--- config.mk ---
export PLATFORM = sky130hd
export DESIGN_NAME = lane_stripe_demux_flat
export DESIGN_NICKNAME = d
export VERILOG_FILES = /design/src/rtl/lane_stripe_demux_if.sv /design/src/rtl/lane_stripe_demux.sv /design/src/flat_wrapper.sv
export SDC_FILE = /design/constraint.sdc
export NUM_CORES = 1
export LEC_CHECK = 0
export BUFFER_PORTS_ARGS = -buffer_cell sky130_fd_sc_hd__buf_2
export CAP_MARGIN = 20
export CORE_ASPECT_RATIO = 1.1
export CORE_MARGIN = 10
export CORE_UTILIZATION = 40
export CTS_CLUSTER_DIAMETER = 40
export CTS_CLUSTER_SIZE = 40
export DETAILED_ROUTE_END_ITERATION = 10
export SETUP_SLACK_MARGIN = 0.05
export SLEW_MARGIN = 0
export SYNTH_ARGS = -nofsm -noshare
export SYNTH_HDL_FRONTEND = slang
export SYNTH_SLANG_ARGS = --single-unit
--- constraint.sdc ---
create_clock -name clk -period 2.34 [get_ports clk]
set_clock_uncertainty 0.05 [all_clocks]
set_input_delay 0.468 -clock clk [delete_from_list [all_inputs] [get_ports clk]]
set_output_delay 0.468 -clock clk [all_outputs]
set_load 0.02 [all_outputs]
--- src/rtl/lane_stripe_demux_if.sv ---
// Symbol-in / striped-word-out bundle for lane_stripe_demux.
// master drives symbols and observes words; slave is the demux itself.
interface lane_stripe_demux_if #(
  parameter int unsigned LANES = 4
) ();
  logic                 valid_in;
  logic [7:0]           data_in;
  logic                 k_in;
  logic                 valid_out;
  logic [8*LANES-1:0]   data_out;
  logic [LANES-1:0]     k_out;
  logic                 sop_out;
  logic                 eop_out;
  logic                 err_out;
  logic                 in_pkt;
  logic [15:0]          skp_cnt;

  modport master (
    output valid_in, data_in, k_in,
    input  valid_out, data_out, k_out, sop_out, eop_out, err_out, in_pkt, skp_cnt
  );

  modport slave (
    input  valid_in, data_in, k_in,
    output valid_out, data_out, k_out, sop_out, eop_out, err_out, in_pkt, skp_cnt
  );
endinterface

--- src/rtl/lane_stripe_demux.sv ---
// Stripes a K/data symbol stream across LANES lanes, keeping STP/SDP..END/EDB
// packets lane-aligned, padding partial words with IDL and optionally dropping SKP.
module lane_stripe_demux #(
  parameter int unsigned LANES    = 4,
  parameter bit          DROP_SKP = 1'b1
) (
  input logic              clk,
  input logic              reset_L,
  lane_stripe_demux_if.slave bus
);
  localparam int unsigned IW = (LANES > 1) ? $clog2(LANES) : 1;

  localparam logic [7:0] K_STP = 8'hFB;
  localparam logic [7:0] K_SDP = 8'h5C;
  localparam logic [7:0] K_END = 8'hFD;
  localparam logic [7:0] K_EDB = 8'hFE;
  localparam logic [7:0] K_SKP = 8'h1C;
  localparam logic [7:0] K_IDL = 8'h7C;
  localparam logic [7:0] K_FTS = 8'h3C;
  localparam logic [7:0] K_COM = 8'hBC;

  typedef enum logic {S_IDLE, S_PKT} state_t;

  state_t             state;
  logic [IW-1:0]      idx;
  logic [8*LANES-1:0] wbuf_d;
  logic [LANES-1:0]   wbuf_k;
  logic               acc_sop;
  logic               acc_err;

  logic               is_skp, is_start, is_end, is_known, sym_err, in_pk, last_lane;
  logic [8*LANES-1:0] fill_d, close_d;
  logic [LANES-1:0]   fill_k, close_k;

  always_comb begin
    is_skp    = bus.k_in && (bus.data_in == K_SKP);
    is_start  = bus.k_in && (bus.data_in == K_STP || bus.data_in == K_SDP);
    is_end    = bus.k_in && (bus.data_in == K_END || bus.data_in == K_EDB);
    is_known  = is_start || is_end || is_skp ||
                (bus.k_in && (bus.data_in == K_IDL || bus.data_in == K_FTS ||
                              bus.data_in == K_COM));
    in_pk     = (state == S_PKT);
    last_lane = (idx == IW'(LANES - 1));
    sym_err   = (!bus.k_in && !in_pk) || (bus.k_in && !is_known) || (is_end && !in_pk);

    // fill_* = buffer with this symbol placed at idx; close_* = buffer padded from idx
    fill_d  = '0;
    fill_k  = '0;
    close_d = '0;
    close_k = '0;
    for (int unsigned i = 0; i < LANES; i++) begin
      if (i < 32'(idx)) begin
        fill_d[8*i +: 8]  = wbuf_d[8*i +: 8];
        fill_k[i]         = wbuf_k[i];
        close_d[8*i +: 8] = wbuf_d[8*i +: 8];
        close_k[i]        = wbuf_k[i];
      end else if (i == 32'(idx)) begin
        fill_d[8*i +: 8]  = bus.data_in;
        fill_k[i]         = bus.k_in;
        close_d[8*i +: 8] = K_IDL;
        close_k[i]        = 1'b1;
      end else begin
        fill_d[8*i +: 8]  = K_IDL;
        fill_k[i]         = 1'b1;
        close_d[8*i +: 8] = K_IDL;
        close_k[i]        = 1'b1;
      end
    end
  end

  always_ff @(posedge clk or negedge reset_L) begin
    if (!reset_L) begin
      state         <= S_IDLE;
      idx           <= '0;
      wbuf_d        <= '0;
      wbuf_k        <= '0;
      acc_sop       <= 1'b0;
      acc_err       <= 1'b0;
      bus.valid_out <= 1'b0;
      bus.data_out  <= '0;
      bus.k_out     <= '0;
      bus.sop_out   <= 1'b0;
      bus.eop_out   <= 1'b0;
      bus.err_out   <= 1'b0;
      bus.in_pkt    <= 1'b0;
      bus.skp_cnt   <= '0;
    end else begin
      bus.valid_out <= 1'b0;
      if (bus.valid_in) begin
        if (DROP_SKP && is_skp) begin
          if (bus.skp_cnt != '1) bus.skp_cnt <= bus.skp_cnt + 16'd1;
        end else if (is_start) begin
          if (idx != '0) begin
            bus.valid_out <= 1'b1;
            bus.data_out  <= close_d;
            bus.k_out     <= close_k;
            bus.sop_out   <= acc_sop;
            bus.eop_out   <= in_pk;
            bus.err_out   <= acc_err | in_pk;
          end
          // A restart on a word boundary has no word to close, so the error rides on the new word
          wbuf_d     <= {{(8*(LANES-1)){1'b0}}, bus.data_in};
          wbuf_k     <= {{(LANES-1){1'b0}}, 1'b1};
          idx        <= IW'(1);
          acc_sop    <= 1'b1;
          acc_err    <= in_pk && (idx == '0);
          state      <= S_PKT;
          bus.in_pkt <= 1'b1;
        end else if (last_lane || (is_end && in_pk)) begin
          bus.valid_out <= 1'b1;
          bus.data_out  <= fill_d;
          bus.k_out     <= fill_k;
          bus.sop_out   <= acc_sop;
          bus.eop_out   <= is_end && in_pk;
          bus.err_out   <= acc_err | sym_err | (in_pk && bus.data_in == K_EDB);
          wbuf_d        <= '0;
          wbuf_k        <= '0;
          idx           <= '0;
          acc_sop       <= 1'b0;
          acc_err       <= 1'b0;
          if (is_end && in_pk) begin
            state      <= S_IDLE;
            bus.in_pkt <= 1'b0;
          end
        end else begin
          wbuf_d  <= fill_d;
          wbuf_k  <= fill_k;
          idx     <= idx + IW'(1);
          acc_err <= acc_err | sym_err;
        end
      end
    end
  end
endmodule
--- src/flat_wrapper.sv ---
// flat-port wrapper written by rule: the top's interface ports become plain ports
module lane_stripe_demux_flat 
#(
  parameter int unsigned LANES    = 4,
  parameter bit          DROP_SKP = 1'b1
)
  (clk, reset_L, bus_valid_in, bus_data_in, bus_k_in, bus_valid_out, bus_data_out, bus_k_out, bus_sop_out, bus_eop_out, bus_err_out, bus_in_pkt, bus_skp_cnt);
  lane_stripe_demux_if #(.LANES(LANES)) bus_i ();
  input logic clk;
  input logic reset_L;
  input wire logic [$bits(bus_i.valid_in)-1:0] bus_valid_in;
  input wire logic [$bits(bus_i.data_in)-1:0] bus_data_in;
  input wire logic [$bits(bus_i.k_in)-1:0] bus_k_in;
  output wire logic [$bits(bus_i.valid_out)-1:0] bus_valid_out;
  output wire logic [$bits(bus_i.data_out)-1:0] bus_data_out;
  output wire logic [$bits(bus_i.k_out)-1:0] bus_k_out;
  output wire logic [$bits(bus_i.sop_out)-1:0] bus_sop_out;
  output wire logic [$bits(bus_i.eop_out)-1:0] bus_eop_out;
  output wire logic [$bits(bus_i.err_out)-1:0] bus_err_out;
  output wire logic [$bits(bus_i.in_pkt)-1:0] bus_in_pkt;
  output wire logic [$bits(bus_i.skp_cnt)-1:0] bus_skp_cnt;
  assign bus_i.valid_in = bus_valid_in;
  assign bus_i.data_in = bus_data_in;
  assign bus_i.k_in = bus_k_in;
  assign bus_valid_out = bus_i.valid_out;
  assign bus_data_out = bus_i.data_out;
  assign bus_k_out = bus_i.k_out;
  assign bus_sop_out = bus_i.sop_out;
  assign bus_eop_out = bus_i.eop_out;
  assign bus_err_out = bus_i.err_out;
  assign bus_in_pkt = bus_i.in_pkt;
  assign bus_skp_cnt = bus_i.skp_cnt;
  lane_stripe_demux #(.LANES(LANES), .DROP_SKP(DROP_SKP)) u_core (.clk(clk), .reset_L(reset_L), .bus(bus_i));
endmodule
==> metrics.yaml <==
outcome: "completed"
intPower_mw: 3.68
clkSinkCount: 88
ys_warn_count: 0
synth_fa_ha_area_share_pct: 1.78
switching_share_pct: 37.2
hold_buffers: 0
critPathLaunch: "u_core.bus.skp_cnt[3]"
synth_top_family_by_area: "compound AO/OA/AOI/OAI gates"
crit_type: "reg -> reg"
wire_per_inst_um: 16.4
grt_pass1_vias: 3462
slew_headroom_pct: 62.4
post_cts_resized: 0
ys_ff_latch: 88
ys_seq_area_share_pct: 52.2
clkTransAtPathRegs_ns: 0.06
rr_startpoint: "u_core.bus.skp_cnt[3]"
nNetsFinal: 542
power_density_nw_per_um2: 1130
via_count: 3416
cp_slowest_stage_delay_ns: 0.43
crit_slowest_cell: "dfrtp_1"
die_area_um2: 15100
clockPowerShare_pct: 24.3
path_cells: "and4_1, nand4_1, nor2_1, a311o_1, nor3_1, xor2_1"
worstPathArrival_ns: 2.25
drv_slew: 0
core_area_um2: 10300
start_util_pct: 40.8
synth_nets: 456
maxCapViolCount: 0
grt_first_pass_wirelength_um: 18000
final_core_util_pct: 50.1
synth-compound-area-share_pct: 18.8
p_seq_share_pct: 39.6
synth-edff-count: 0
dieWidth_um: 118
drt_iter0_drc: 216
grt_overflow: 0
power.leakage_nw: 2.51
final_cell_area_um2: 5180
die_y_um: 128
synth.distinct_cells: 55
final.min_clock_period_ns: 2.09
gp_congestion: 0.845
syn_area_um2: 4220
clk_latency_ns: 0.33
cp-start-kind: "flop"
tightestPinTransition_ns: 0.558
ff_latch_area_um2: 2200
fin_ws_ns: 0.247
fin_hold_ws_ns: 0.0439
postRouteAntennaNets: 0
cts_tree: "done"
placed_cell_area_um2: 4880
placementRows: 39
syn-mean-instance-area_um2: 9.63
synth_simple_gate_area_share_pct: 18.0
async_flop_share_pct: 100
antenna_found_initial: 1
htree_levels: 3
fillers: 1026
path_max_fanout: 6
post_cts.repair.setup_buffers: 0
syn2layout_area_growth_pct: 22.8
fmax_mhz: 478
p_sw_mw: 2.18
cp-end-kind: "flop"
clockBufferDepth: 2
cts-root-buf: "clkbuf_16"
syn_inst: 438
finalHoldViolations: 0
fin_crit_sh_pct: 89.4
port-buffer-count: 68
hold_class: "in -> async"
wirelength_um: 11000
worstPathRequired_ns: 2.49
drc: 0
place_hpwl_um: 8290
synth_xor_area_share_pct: 3.32
irDropWorstVdd_uv: 472
pwr-share-comb_pct: 36.1
pre_cts_ws_ns: 0.0192
synthMuxAreaShare_pct: 1.48
finalSetupViolations: 0
grt_max_degree: 63
first_pass_iters: 4
drive_gt1_share_pct: 24.3
multi_input_area_um2: 1840
synth-main-ff-cell: "dfrtp_1"
track_usage_pct: 14.7
via_per_inst: 5.09
rsz0062_at_grt: "no"
cts_inserted_buffers: 9
pin_count: 69
setup_tns_ns: 0
-- flip-flops by register name, indices dropped and copies added (netlist names) --
signal                count
u_core.acc_sop            1
u_core.idx                2
u_core.in_pk              1
u_core.bus.err_out        1
u_core.bus.eop_out        1
u_core.bus.skp_cnt       16
u_core.wbuf_k             3
u_core.wbuf_d            24
u_core.acc_err            1
u_core.bus.k_out          4
u_core.bus.valid_out      1
u_core.bus.sop_out        1
u_core.bus.data_out      32
-- critical path, delay by kind of cell (launching register included) --
family | cells | cell delay (ns)
AND/OR/NAND/NOR | 4 | 0.94
XOR/XNOR | 1 | 0.15
flip-flops | 1 | 0.43
AO/OA/AOI/OAI | 1 | 0.40
-- stage by stage --
stage	total power, mW	cells
3_5_place_dp	4.50	656
3_3_place_gp	4.44	656
2_1_floorplan	3.72	438
4_1_cts	5.94	670
6_report	5.86	671
5_1_grt	6.29	670
-- cell usage in the layout, fill, tap and decap left out, drive strengths merged, types with 3 or more instances in the layout --
cell type | Yosys | routed
a21o | 3 | 3
a21oi | 14 | 14
a22o | 3 | 3
a22oi | 12 | 12
and2 | 5 | 5
and4 | 4 | 4
buf | 18 | 100
clkbuf | 7 | 11
dfrtp | 88 | 88
ha | 6 | 6
inv | 10 | 10
mux2i | 4 | 4
nand2 | 82 | 82
nand2b | 3 | 3
nand3 | 12 | 12
nand3b | 3 | 3
nand4 | 5 | 5
nor2 | 27 | 27
nor2b | 7 | 7
nor3 | 6 | 6
o211ai | 5 | 5
o21a | 3 | 3
o21ai | 68 | 68
o22ai | 4 | 4
xnor2 | 4 | 4
xor2 | 12 | 12
-- cell usage after synthesis (5+ instances only) --
cell      count  share of area (%)
nor3_1        5               0.59
dfrtp_1      88                 52
a21oi_1      14                1.7
nand3_1      11                1.3
ha_1          6                1.8
xor2_1       12                2.5
inv_1         9               0.80
nand2_1      82                7.3
clkbuf_1      7               0.62
a22oi_1      12                2.1
o21ai_1      33                3.9
nor2_1       27                2.4
and2_1        5               0.74
buf_2        13                1.5
nor2b_1       7                1.0
o21ai_0      35                4.2
-- layer usage --
| metal | wire length, um | track usage [%] | vias to the layer above | share of wire (%) |
|---|---|---|---|---|
| li1 | - | - | 1693 | - |
| met1 | 5020 | 18.4 | 1616 | 46 |
| met2 | 5160 | 24.1 | 98 | 47 |
| met3 | 706 | 4.36 | 9 | 6.4 |
| met4 | 119 | 4.29 | 0 | 1.1 |
| met5 | 0 | 0 | - | 0 |
-- final timing paths --
| check | endpoint | slack (ns) | cells after the start |
|---|---|---|---|
| min in group clk | u_core.bus.data_out[6] | 0.43 | 2 |
| setup reg to reg | u_core.bus.skp_cnt[7] | 0.25 | 6 |
| hold reg to reg | u_core.bus.data_out[6] | 0.43 | 2 |
| setup / recovery | u_core.bus.skp_cnt[7] | 0.25 | 6 |
| hold / removal | u_core.bus.data_out[19] | 0.04 | 1 |
| max in group asynchronous | u_core.bus.data_out[12] | 1.56 | 2 |
-- final cells by class --
cell class,instances,share of cell area [%]
clock buffer,11,4.88
inverter,11,0.797
timing repair buffer,100,12.0
antenna,1,0.0483
multi-input combinational,314,35.5
sequential,88,42.5
tap,143,3.45
clock inverter,3,0.821
-- logic make-up after synthesis --
kind of cell	Yosys count
AOI/OAI and AO/OA	126
xor gates and xnor gates	16
adders and majority gates	6
buffers and inverters	36
DFF	88
muxes	6
and+or+nand+nor	160
-- power by group through the flow --
stage	logic [mW]	registers [mW]	clock network, mW
global placement	2.11	2.33	0
finish	2.11	2.32	1.42
floorplan	1.05	2.68	0
CTS	2.15	2.32	1.46
detailed placement	2.15	2.35	0
global route	2.38	2.39	1.52
No activity file was read; power rests on OpenSTA's default activity.
